File: src/rtl/rv32e_pkg.sv
// Shared RV32E register-file constants, load funct3 encodings and the write-back entry type.
package rv32e_pkg;

    localparam int NUM_REGS = 16;
    localparam int REG_AW   = 5;
    localparam int XLEN     = 32;

    localparam logic [2:0] F3_LB  = 3'b000;
    localparam logic [2:0] F3_LH  = 3'b001;
    localparam logic [2:0] F3_LW  = 3'b010;
    localparam logic [2:0] F3_LBU = 3'b100;
    localparam logic [2:0] F3_LHU = 3'b101;

    typedef logic [REG_AW-1:0] regaddr_t;

    typedef struct packed {
        regaddr_t          rd;
        logic [XLEN-1:0]   data;
    } wb_entry_t;

endpackage

File: src/rtl/wb_fifo.sv
// Synchronous FIFO of ALU write-back entries with registered ready (= not full) and empty flags.
module wb_fifo
    import rv32e_pkg::*;
#(
    parameter int DEPTH = 2
) (
    input  logic      clk,
    input  logic      reset,
    input  logic      push,
    input  wb_entry_t wdata,
    input  logic      pop,
    output wb_entry_t rdata,
    output logic      ready,
    output logic      empty
);

    localparam int AW = $clog2(DEPTH);

    wb_entry_t      mem [DEPTH];
    logic [AW-1:0]  wr_ptr;
    logic [AW-1:0]  rd_ptr;
    logic [AW:0]    cnt;
    logic [AW:0]    cnt_next;
    logic           full;
    logic           do_push;
    logic           do_pop;

    // Accept decisions use only the registered flags, so a pop never frees a slot for the same cycle.
    assign do_push  = push && !full;
    assign do_pop   = pop && !empty;
    assign cnt_next = cnt + (AW+1)'(do_push) - (AW+1)'(do_pop);
    assign rdata    = mem[rd_ptr];

    always_ff @(posedge clk) begin
        if (reset) begin
            wr_ptr <= '0;
            rd_ptr <= '0;
            cnt    <= '0;
            full   <= 1'b0;
            empty  <= 1'b1;
            ready  <= 1'b0;
        end else begin
            if (do_push) wr_ptr <= wr_ptr + AW'(1);
            if (do_pop)  rd_ptr <= rd_ptr + AW'(1);
            cnt   <= cnt_next;
            full  <= (cnt_next == (AW+1)'(DEPTH));
            ready <= (cnt_next != (AW+1)'(DEPTH));
            empty <= (cnt_next == '0);
        end
    end

    always_ff @(posedge clk) begin
        if (do_push) mem[wr_ptr] <= wdata;
    end

endmodule

File: src/rtl/reg_writeback.sv
// RV32E register-file write side: LSU-priority arbitration of load and buffered ALU results,
// load data formatting, registered write port and pending-destination scoreboard.
module reg_writeback
    import rv32e_pkg::*;
#(
    parameter int ALU_FIFO_DEPTH = 2,
    parameter int NUM_REGS       = rv32e_pkg::NUM_REGS
) (
    input  logic                clk,
    input  logic                reset,
    input  logic                alu_valid_i,
    output logic                alu_ready_o,
    input  logic [4:0]          alu_rd_i,
    input  logic [31:0]         alu_data_i,
    input  logic                lsu_valid_i,
    input  logic [4:0]          lsu_rd_i,
    input  logic [2:0]          lsu_funct3_i,
    input  logic [1:0]          lsu_byte_off_i,
    input  logic [31:0]         lsu_data_i,
    input  logic                issue_valid_i,
    input  logic [4:0]          issue_rd_i,
    output logic                write_enable_o,
    output logic [4:0]          write_address_o,
    output logic [31:0]         write_data_o,
    output logic [NUM_REGS-1:0] pending_o,
    output logic                err_o
);

    function automatic logic f3_legal(input logic [2:0] f3);
        return (f3 == F3_LB) || (f3 == F3_LH) || (f3 == F3_LW) ||
               (f3 == F3_LBU) || (f3 == F3_LHU);
    endfunction

    function automatic logic [31:0] fmt_load(input logic [2:0] f3, input logic [1:0] off,
                                             input logic [31:0] raw);
        logic [7:0]  b;
        logic [15:0] h;
        b = raw[{off, 3'b000} +: 8];
        h = off[1] ? raw[31:16] : raw[15:0];
        case (f3)
            F3_LB:   return {{24{b[7]}}, b};
            F3_LBU:  return {24'h0, b};
            F3_LH:   return {{16{h[15]}}, h};
            F3_LHU:  return {16'h0, h};
            F3_LW:   return raw;
            default: return 32'h0;
        endcase
    endfunction

    wb_entry_t           fifo_head;
    logic                fifo_empty;
    logic                fifo_pop;
    logic                commit_valid;
    regaddr_t            commit_rd;
    logic [31:0]         commit_data;
    logic                f3_bad;
    logic                we_next;
    logic                err_next;
    logic [NUM_REGS-1:0] set_mask;
    logic [NUM_REGS-1:0] clr_mask;

    wb_fifo #(.DEPTH(ALU_FIFO_DEPTH)) u_fifo (
        .clk   (clk),
        .reset (reset),
        .push  (alu_valid_i && alu_ready_o),
        .wdata ('{rd: alu_rd_i, data: alu_data_i}),
        .pop   (fifo_pop),
        .rdata (fifo_head),
        .ready (alu_ready_o),
        .empty (fifo_empty)
    );

    // Loads can never be stalled, so they always win the single write port.
    always_comb begin
        fifo_pop     = 1'b0;
        commit_valid = 1'b0;
        commit_rd    = '0;
        commit_data  = '0;
        f3_bad       = 1'b0;
        if (lsu_valid_i) begin
            commit_valid = 1'b1;
            commit_rd    = lsu_rd_i;
            commit_data  = fmt_load(lsu_funct3_i, lsu_byte_off_i, lsu_data_i);
            f3_bad       = !f3_legal(lsu_funct3_i);
        end else if (!fifo_empty) begin
            fifo_pop     = 1'b1;
            commit_valid = 1'b1;
            commit_rd    = fifo_head.rd;
            commit_data  = fifo_head.data;
        end
    end

    assign we_next  = commit_valid && !commit_rd[4] && (commit_rd != '0);
    assign err_next = commit_valid && (commit_rd[4] || f3_bad);
    assign set_mask = (issue_valid_i && !issue_rd_i[4] && (issue_rd_i != '0))
                      ? (NUM_REGS'(1) << issue_rd_i[3:0]) : '0;
    assign clr_mask = we_next ? (NUM_REGS'(1) << commit_rd[3:0]) : '0;

    // Write-port and scoreboard registers; a same-cycle issue re-sets the bit a commit clears.
    always_ff @(posedge clk) begin
        if (reset) begin
            write_enable_o  <= 1'b0;
            write_address_o <= '0;
            write_data_o    <= '0;
            err_o           <= 1'b0;
            pending_o       <= '0;
        end else begin
            write_enable_o  <= we_next;
            write_address_o <= commit_rd;
            write_data_o    <= commit_data;
            err_o           <= err_next;
            pending_o       <= (pending_o & ~clr_mask) | set_mask;
        end
    end

endmodule

File: config.mk
export PLATFORM = sky130hd
export DESIGN_NAME = reg_writeback
export DESIGN_NICKNAME = d
export VERILOG_FILES = /design/src/rtl/rv32e_pkg.sv /design/src/rtl/wb_fifo.sv /design/src/rtl/reg_writeback.sv
export SDC_FILE = /design/constraint.sdc
export NUM_CORES = 1
export LEC_CHECK = 0
export ABC_AREA = 1
export BUFFER_PORTS_ARGS = -buffer_cell sky130_fd_sc_hd__buf_4
export CAP_MARGIN = 20
export CELL_PAD_IN_SITES_DETAIL_PLACEMENT = 0
export CELL_PAD_IN_SITES_GLOBAL_PLACEMENT = 1
export CORE_UTILIZATION = 43
export CTS_CLUSTER_SIZE = 16
export DETAILED_ROUTE_END_ITERATION = 10
export PLACE_DENSITY_LB_ADDON = 0.1
export SLEW_MARGIN = 15
export SYNTH_ARGS = -nofsm -noshare
export SYNTH_HDL_FRONTEND = slang
export SYNTH_SLANG_ARGS = --single-unit
File: constraint.sdc
create_clock -name clk -period 8.3 [get_ports clk]
set_input_delay 1.245 -clock clk [delete_from_list [all_inputs] [get_ports clk]]
set_output_delay 1.245 -clock clk [all_outputs]
set_load 0.03 [all_outputs]
==> results of run 1 <==
## stage by stage
step	setup WS (ns)	hold WS, ns	cell area [um^2]	std cells	util
finish	5.80	0.424	7710	959	0.584
global route	5.59	0.454	7710	959	0.584
CTS	5.67	0.429	7620	956	0.578
detailed placement	5.23	0.418	6960	924	0.528
global placement	5.32	0.412	6960	924	0.528
floorplan	4.75	0.464	5800	635	-
## flip-flops by register name (all words and copies together), names as in the netlist, named ones only
name,count
u_fifo.mem,74
pending_o,16
err_o,1
write_data_o,32
u_fifo.empty,1
write_enable_o,1
write_address_o,5
u_fifo.cnt,2
u_fifo.ready,1
u_fifo.wr_ptr,1
u_fifo.rd_ptr,1
u_fifo.full,1
## routing by layer
| metal | GRT usage | vias up | wire [um] |
|---|---|---|---|
| li1 | - | 2390 | - |
| met1 | 0.301 | 2181 | 6540 |
| met2 | 0.353 | 154 | 7110 |
| met3 | 0.0410 | 26 | 840 |
| met4 | 0.0929 | 0 | 310 |
| met5 | 0 | - | 0 |
## cells by family after synthesis
logic type                 Yosys count  share of synthesized area
xor gates and xnor gates             2                    0.00302
AOI/OAI and AO/OA                  112                      0.106
adders and majority gates            2                    0.00431
and+or+nand+nor                    313                      0.233
DFF                                137                      0.601
buffers and inverters               69                     0.0529
## cells in the final DEF, fill, tap and decap left out, types with 3 or more instances in the layout
cell,count
a21oi_1,55
a21oi_2,10
buf_16,3
buf_4,145
clkbuf_16,22
dfxtp_1,63
edfxtp_1,74
inv_1,32
inv_2,4
nand2_1,143
nand2_2,6
nand3_1,49
nand4_1,4
nor2_1,91
nor2_4,4
nor3_1,3
o211ai_1,4
o21ai_0,39
or2_2,4
## layout make-up
class	instances	area, um^2	share of cell area
multi-input cells	429	2020	0.263
inverters	37	141	0.0183
clock inverters	8	98.8	0.0128
clock buffers	24	568	0.0737
well taps	176	220	0.0286
flip-flops and latches	137	3480	0.452
repair buffers	148	1170	0.152
## how the worst min path moves through the flow
stage	end	start	slack (ns)	cells after the start
final	pending_o[0]	pending_o[0]	0.42	2
after global placement	pending_o[0]	pending_o[0]	0.41	2
after floorplan	flip-flop	u_fifo.rd_ptr	0.46	1
after CTS	pending_o[0]	pending_o[0]	0.43	2
after detailed placement	pending_o[0]	pending_o[0]	0.42	2
after global routing	pending_o[0]	pending_o[0]	0.45	2
## power by group through the flow
| stage | clock, mW | combinational, mW | sequential [mW] |
|---|---|---|---|
| global route | 0.861 | 0.437 | 0.844 |
| floorplan | 0 | 0.195 | 0.894 |
| detailed placement | 0 | 0.375 | 0.852 |
| finish | 0.816 | 0.393 | 0.836 |
| global placement | 0 | 0.368 | 0.850 |
| CTS | 0.829 | 0.377 | 0.838 |
## worst register-to-register path: stages, from the launching register on
cell and delay [ns]:
dfxtp_1 0.35, buf_4 0.39, nand2_1 0.13, nand3_1 0.15
nand3_2 0.13, nor2_1 0.38, nand3_1 0.15, nand2_1 0.09
a21oi_1 0.05
==> metrics.cfg, run 1 <==
[sta]
finalSetupViolations=0
worst_pin_slew_ns=1.04
timing.fmax_mhz=400
tns_ns=0
rsz0062_at_grt=false
period_share=0.301
min_period_ns=2.50
finClkSkew_ns=0.00885
finalHoldViolations=0
slew_headroom=0.307
slew_violations=0

[setup_path]
cp-start-kind=primary input
cp_num_cells=7
worst-endpoint-required_ns=8.63
rr_endpoint=pending_o[10]
critical_path.top_delay_family=simple AND/OR/NAND/NOR gates
crit_path_end_kind=flip-flop
reg2reg_slack_ns=6.32
crit_end=write_data_o[6]
cp_max_fo=32
cp_slowest_cell=nor3_4
slowest_delay_ns=0.80
path_cells=buf_4 -> inv_2 -> nor3_4 -> o21ai_0 -> nand3_1 -> nand2_1 -> a21oi_1
critPathBufInv=2
crit_type=primary input to flip-flop
cp.arrival_ns=2.83
startpoint=lsu_funct3_i[1]
rr_worst_depth=8

[final_layout]
syn_to_final_growth_pct=32.9
nFillCells=1173
drive_above_1_share=0.272
insertedDiodeCount=0
fin_nets=861

[pwr]
internal-power_mw=1.49
switchingPower_mw=0.556
p_clk_frac=0.399
swShare=0.272
fin_total_pwr_mw=2.04
peakVddDrop_v=0.000170
p_per_area_mw_per_mm2=265
p_leak_nw=3.29
pwr-share-comb=0.192
p_seq_frac=0.409

[logic_synthesis]
ys_top_cells_by_area=edfxtp_1 38%, dfxtp_1 22%, nand2_1 9.3%
synth_most_common_cell=nand2_1
synth_cells=635
synth_top_area_share=0.383
synthTopCellsByCount=143 x nand2_1, 93 x nor2_1, 74 x edfxtp_1, 63 x dfxtp_1, 55 x a21oi_1
seq_area_frac_synth=0.601
synth_edf_count=74
synth_flop_cell=edfxtp_1
synth_top_area_cell=edfxtp_1
synthArstFlopShare=0
syn_nets=726
yosysUniqueCellTypes=35
ys_seq_elements=137
syn_area_mm2=0.00580
syn_avg_cell_area_um2=9.13
synth_warnings=0

[floorplanning]
ios=145
rows=42
core-area_mm2=0.0132
start_util=0.440
die_h_um=118
die_x_um=118
die_area_mm2=0.0140

[place]
io_buffers=144
gp_congestion=0.916
post-dp-hpwl_um=10300

[global_routing]
grt_pass1_wl_um=23900
antenna_found_initial=0
grt_max_degree=61
grt_use_total=0.223
gr-total-overflow=0
grt_pass1_vias=4505

[clock_network]
post_cts_buffers=0
clkTransAtPathRegs_ns=0.06
insertion_delay_ns=0.42
cts_tree=done
holdBufCountCts=0
cts_made_buffers=17
cts_buffer_depth=2
clock-root-buffer=clkbuf_16
cts-htree-levels=4
ctsResizeCount=0
clock_sinks=137

[drt]
route.detailed.drc=0
vias=4751
ant_nets=0
vias_per_cell=4.95
wirelength_um=14800
drt_first_pass_iters=5
drt-wirelength-per-cell_um=15.4
first_iter_violations=346

[worst_hold_path]
hp-class=flip-flop to flip-flop

[job]
maxCapViolations=0

[run_status]
outcome=finished clean

No activity file was read; power rests on OpenSTA's default activity.
==> inputs of run 2 (changes only) <==
--- a/config.mk
+++ b/config.mk
@@ -10,7 +10,7 @@
 export CAP_MARGIN = 20
 export CELL_PAD_IN_SITES_DETAIL_PLACEMENT = 0
 export CELL_PAD_IN_SITES_GLOBAL_PLACEMENT = 1
-export CORE_UTILIZATION = 43
+export CORE_UTILIZATION = 40
 export CTS_CLUSTER_SIZE = 16
 export DETAILED_ROUTE_END_ITERATION = 10
 export PLACE_DENSITY_LB_ADDON = 0.1
==> constraint.sdc (replaced) <==
create_clock -name clk -period 2.5 [get_ports clk]
set_input_delay 0.375 -clock clk [delete_from_list [all_inputs] [get_ports clk]]
set_output_delay 0.375 -clock clk [all_outputs]
set_load 0.03 [all_outputs]
==> metrics.cfg, run 2 (synthesis gave the netlist of run 1 again) <==
[setup_path]
worst-endpoint-required_ns=2.82  ; -5.81 ns
reg2reg_slack_ns=0.84  ; -5.48 ns
path_cells=nor2_4 -> ha_1 -> inv_1 -> ha_1 -> xor2_1 -> or2_2 -> nand2_1 -> inv_1
crit_type=flip-flop to flip-flop
cp.arrival_ns=1.97  ; -0.86 ns
rr_endpoint=u_fifo.ready
startpoint=u_fifo.empty
rr_worst_depth=8  ; unchanged
slowest_delay_ns=0.38  ; -0.42 ns
cp_max_fo=10  ; -69%
cp-start-kind=flip-flop
cp_slowest_cell=dfxtp_1
reg2reg_from=u_fifo.empty
crit_path_end_kind=flip-flop

[sta]
timing.fmax_mhz=604
tns_ns=0  ; unchanged
slew_violations=0  ; unchanged
worst_pin_slew_ns=0.428  ; -0.608 ns
finalSetupViolations=0  ; unchanged
slew_headroom=0.714  ; +0.407
finClkSkew_ns=0.00646  ; -0.00239 ns
finalHoldViolations=0  ; unchanged
period_share=0.663
fin_ws_ns=0.844  ; -4.96 ns
min_period_ns=1.66
rsz0062_at_grt=false

[final_layout]
largest_register=u_fifo.mem
drive_above_1_share=0.274  ; +0.00173
reg_top3=u_fifo.mem x74, write_data_o x32, pending_o x16
final_common_cell=buf_4
nFillCells=1297  ; +11%
final_cell_mix=154 x buf_4, 143 x nand2_1, 91 x nor2_1
multi_input_area_mm2=0.00202  ; unchanged
syn_to_final_growth_pct=31.8
insertedDiodeCount=0  ; unchanged
fin_area_mm2=0.00764  ; -0.86%
ff_latch_area_mm2=0.00348  ; unchanged
largest_reg_flops=74  ; unchanged
utilization=0.546  ; -0.0381
fin_nets=867  ; +0.70%

[run_status]
outcome=finished clean

[drt]
vias_per_cell=4.87  ; -1.7%
route.detailed.drc=0  ; unchanged
wirelength_um=15200  ; +2.4%
vias=4717  ; -0.72%
first_iter_violations=298  ; -14%
drt-wirelength-per-cell_um=15.6  ; +1.3%
drt_first_pass_iters=5  ; unchanged
ant_nets=0  ; unchanged

[floorplanning]
core-area_mm2=0.0140  ; +6.1%
rows=43  ; +2.4%
start_util=0.415  ; -0.0251
ios=145  ; unchanged
die_area_mm2=0.0150  ; +7.4%
die_x_um=122  ; +3.6%
die_h_um=122  ; +3.6%

[clock_network]
cts_made_buffers=17  ; unchanged
ctsResizeCount=0  ; unchanged
clock_sinks=137  ; unchanged
clkTransAtPathRegs_ns=0.06  ; about the same
cts-htree-levels=4  ; unchanged
cts_buffer_depth=2  ; unchanged
cts_tree=done
post_cts_buffers=0  ; unchanged
insertion_delay_ns=0.42  ; about the same
clock-root-buffer=clkbuf_16
holdBufCountCts=0  ; unchanged

[pwr]
peakVddDrop_v=0.000510  ; +200%
p_leak_nw=3.27  ; -0.85%
p_per_area_mw_per_mm2=868  ; +230%
fin_total_pwr_mw=6.63  ; +220%

[global_routing]
grt_pass1_vias=4401  ; -2.3%
grt_max_degree=41  ; -33%
gr-total-overflow=0  ; unchanged
grt_use_total=0.212  ; -0.0110
grt_pass1_wl_um=23500  ; -1.4%
antenna_found_initial=0  ; unchanged

[place]
io_buffers=144  ; unchanged
gp_congestion=0.841  ; -8.2%
post-dp-hpwl_um=10800  ; +5.3%
placed_area_mm2=0.00703  ; +1.0%
place_ws_ns=0.450  ; -4.78 ns

[job]
maxCapViolations=0  ; unchanged

[worst_hold_path]
hp-class=primary input to flip-flop
worstHoldStart=alu_data_i[12]
hold_depth=1  ; -1
holdPathEnd=u_fifo.mem[0][12]

-- run 2: cell types whose count changed in the layout (fill, tap and decap cells not counted) --
cell	previous run	this run
bufinv_16	2	4
clkbuf_1	1	2
clkinvlp_4	1	2
clkbuf_16	22	17
clkinv_1	1	3
clkinv_4	2	3
buf_4	145	154
clkinv_2	2	1
buf_16	3	0
clkbuf_8	1	0
-- run 2: power by group --
part / internal, mW / switching [mW] / total (mW)
Clock: 1.66 / 0.921 / 2.58
Combinational: 0.436 / 0.840 / 1.28
Sequential: 2.69 / 0.0864 / 2.78
-- run 2: critical path: cells and delay by family (launching register included) --
family | cells | cell delay, ns
adders and majority gates | 2 | 0.47
and+or+nand+nor | 3 | 0.46
buffers and inverters | 2 | 0.08
xor gates and xnor gates | 1 | 0.17
DFF | 1 | 0.38
-- run 2: routing by layer --
layer	GRT usage	up-vias	share of wire
met5	0	-	0
met4	0.0907	0	0.015
met3	0.0423	15	0.051
met2	0.324	128	0.46
met1	0.291	2176	0.47
li1	-	2398	-
-- run 2: how the worst max path moves through the flow --
stage and end:
2_1_floorplan u_fifo.mem[1][0], 3_3_place_gp u_fifo.ready, 3_5_place_dp u_fifo.ready, 4_1_cts u_fifo.ready, 5_1_grt pending_o[9], 6_report u_fifo.ready
-- run 2: stage by stage --
| stage | cells | hold slack [ns] |
|---|---|---|
| 2_1_floorplan | 635 | 0.464 |
| 3_3_place_gp | 937 | 0.414 |
| 3_5_place_dp | 937 | 0.414 |
| 4_1_cts | 969 | 0.122 |
| 5_1_grt | 969 | 0.124 |
| 6_report | 969 | 0.136 |
-- run 2: final cells by class --
class | instances | area share
flip-flops and latches | 137 | 0.456
multi-input cells | 429 | 0.265
repair buffers | 154 | 0.151
clock buffers | 19 | 0.0567
well taps | 180 | 0.0295
clock inverters | 13 | 0.0233
inverters | 37 | 0.0185
==> inputs of run 3 (changes only) <==
--- a/config.mk
+++ b/config.mk
@@ -10,7 +10,7 @@
 export CAP_MARGIN = 20
 export CELL_PAD_IN_SITES_DETAIL_PLACEMENT = 0
 export CELL_PAD_IN_SITES_GLOBAL_PLACEMENT = 1
-export CORE_UTILIZATION = 40
+export CORE_UTILIZATION = 36
 export CTS_CLUSTER_SIZE = 16
 export DETAILED_ROUTE_END_ITERATION = 10
 export PLACE_DENSITY_LB_ADDON = 0.1
==> constraint.sdc (replaced) <==
create_clock -name clk -period 1.47 [get_ports clk]
set_input_delay 0.2205 -clock clk [delete_from_list [all_inputs] [get_ports clk]]
set_output_delay 0.2205 -clock clk [all_outputs]
set_load 0.03 [all_outputs]
==> metrics.cfg, run 3 (synthesis gave the netlist of run 1 again) <==
[place]
dp.cells=988  ; +5.4%
place_ws_ns=-0.0499  ; -0.500 ns
post-dp-hpwl_um=11400  ; +5.7%
io_buffers=144  ; unchanged
gp_congestion=0.852  ; +1.3%

[setup_path]
startpoint=u_fifo.empty
reg2reg_from=u_fifo.empty
worst-endpoint-required_ns=1.78  ; -1.04 ns
cp.arrival_ns=1.77  ; -0.20 ns
reg2reg_slack_ns=0.009  ; -0.83 ns
rr_worst_depth=8  ; unchanged
crit_type=flip-flop to flip-flop
crit_path_end_kind=flip-flop
cp_max_fo=2  ; -8
rr_endpoint=u_fifo.ready
cp-start-kind=flip-flop

[sta]
rsz0062_at_grt=true
tns_ns=0  ; unchanged
finClkSkew_ns=0.00753  ; +0.00108 ns
slew_violations=0  ; unchanged
finalHoldViolations=0  ; unchanged
finalSetupViolations=0  ; unchanged
timing.fmax_mhz=684  ; +13%
worst_pin_slew_ns=0.393  ; -0.0351 ns
hold_ws_ns=0.139  ; +0.00288 ns
min_period_ns=1.46  ; -0.195 ns
slew_headroom=0.738  ; +0.0234
period_share=0.994  ; +0.332
fin_ws_ns=0.00878  ; -0.835 ns

[final_layout]
largest_register=u_fifo.mem
insertedDiodeCount=0  ; unchanged
syn_to_final_growth_pct=44.4
fin_nets=919  ; +6.0%
fin_cells=1057  ; +9.1%
reg_top3=u_fifo.mem x74, write_data_o x32, pending_o x16
largest_reg_flops=74  ; unchanged
drive_above_1_share=0.310  ; +0.0366
final_common_cell=buf_4
final_cell_mix=163 x buf_4, 137 x nand2_1, 86 x nor2_1

[drt]
first_iter_violations=273  ; -8.4%
drt_first_pass_iters=4  ; -1
wirelength_um=16400  ; +8.1%
drt-wirelength-per-cell_um=15.5  ; -0.92%
vias_per_cell=4.67  ; -4.0%
vias=4941  ; +4.7%
ant_nets=0  ; unchanged
route.detailed.drc=0  ; unchanged

[floorplanning]
die_h_um=129  ; +5.3%
core-area_mm2=0.0158  ; +13%
start_util=0.366  ; -0.0482
rows=46  ; +7.0%
die_area_mm2=0.0166  ; +11%
die_x_um=129  ; +5.3%
ios=145  ; unchanged

[worst_hold_path]
worstHoldStart=issue_rd_i[2]
holdPathEnd=pending_o[9]
hold_depth=4  ; +3
hp-class=primary input to flip-flop

[clock_network]
clock_sinks=137  ; unchanged
cts_tree=done
cts_made_buffers=17  ; unchanged
post_cts_buffers=0  ; unchanged
clock-root-buffer=clkbuf_16
cts-htree-levels=4  ; unchanged
insertion_delay_ns=0.41  ; about the same
cts_buffer_depth=2  ; unchanged
clkTransAtPathRegs_ns=0.06  ; about the same

[pwr]
fin_total_pwr_mw=11.9  ; +80%
peakVddDrop_v=0.000883  ; +73%
p_per_area_mw_per_mm2=1420  ; +64%
p_leak_nw=3.53  ; +8.2%

[run_status]
outcome=finished clean

[job]
maxCapViolations=0  ; unchanged

[global_routing]
grt_pass1_vias=4980  ; +13%
gr-total-overflow=0  ; unchanged
grt_use_total=0.210  ; -0.00225
antenna_found_initial=0  ; unchanged
grt_pass1_wl_um=26200  ; +11%
grt_max_degree=34  ; -17%

run 3: changes by cell type in the layout (fill, tap and decap cells not counted), moves of 4 or more:
| cell | before | now |
|---|---|---|
| buf_4 | 154 | 163 |
| inv_1 | 32 | 28 |
| dfxtp_1 | 63 | 59 |
| nand3_2 | 1 | 5 |
| nand3_1 | 49 | 45 |
| buf_12 | 0 | 5 |
| nand2_2 | 6 | 12 |
| nor2_1 | 91 | 86 |
| nand2_1 | 143 | 137 |
| dlygate4sd3_1 | 0 | 37 |
run 3: power by group:
part           switching, mW  leakage, nW  total [mW]  internal (mW)
sequential             0.162         1.19        4.75           4.59
clock                   1.61        0.306        4.58           2.96
combinational           1.58         2.04        2.60           1.02
total                   3.35         3.53        11.9           8.57
run 3: worst max path at each step:
stage | endpoint | slack, ns | cells past startpoint
after global placement | pending_o[1] | -0.03 | 9
final | u_fifo.ready | 0.009 | 8
after CTS | pending_o[3] | 0.008 | 10
after floorplan | u_fifo.mem[1][0] | -0.17 | 4
after detailed placement | pending_o[9] | -0.05 | 10
after global routing | pending_o[13] | -0.05 | 9
run 3: layout make-up:
class	count	area (um^2)
fill	1514	7460
sequential	137	3490
multi-input combinational	429	2120
timing repair buffer	206	1710
clock buffer	20	467
tap	216	270
clock inverter	12	170
inverter	37	144
run 3: repair_timing:
item,in CTS,in global routing
endpoints found under the hold margin,74,0
pin swaps,0,2
hold buffers,37,0
resized for setup,3,24
setup endpoints to repair,9,23
run 3: critical path, cell delays in order, from the launching register on:
cell,delay [ns]
dfxtp_2,0.34
nor2_4,0.05
ha_4,0.25
inv_2,0.04
ha_4,0.15
xor2_2,0.17
or2_4,0.27
nand2_2,0.05
inv_1,0.03
run 3: metal layers:
layer	track usage	vias to the layer above	part of all wire
met5	0	-	0
met4	0.0699	0	0.016
met3	0.0445	19	0.044
met2	0.328	116	0.45
met1	0.289	2296	0.49
li1	-	2510	-
run 3: stage by stage:
step | util | cell area (um^2)
finish | 0.529 | 8370
global route | 0.529 | 8370
CTS | 0.523 | 8280
detailed placement | 0.459 | 7270
global placement | 0.459 | 7270
floorplan | - | 5830
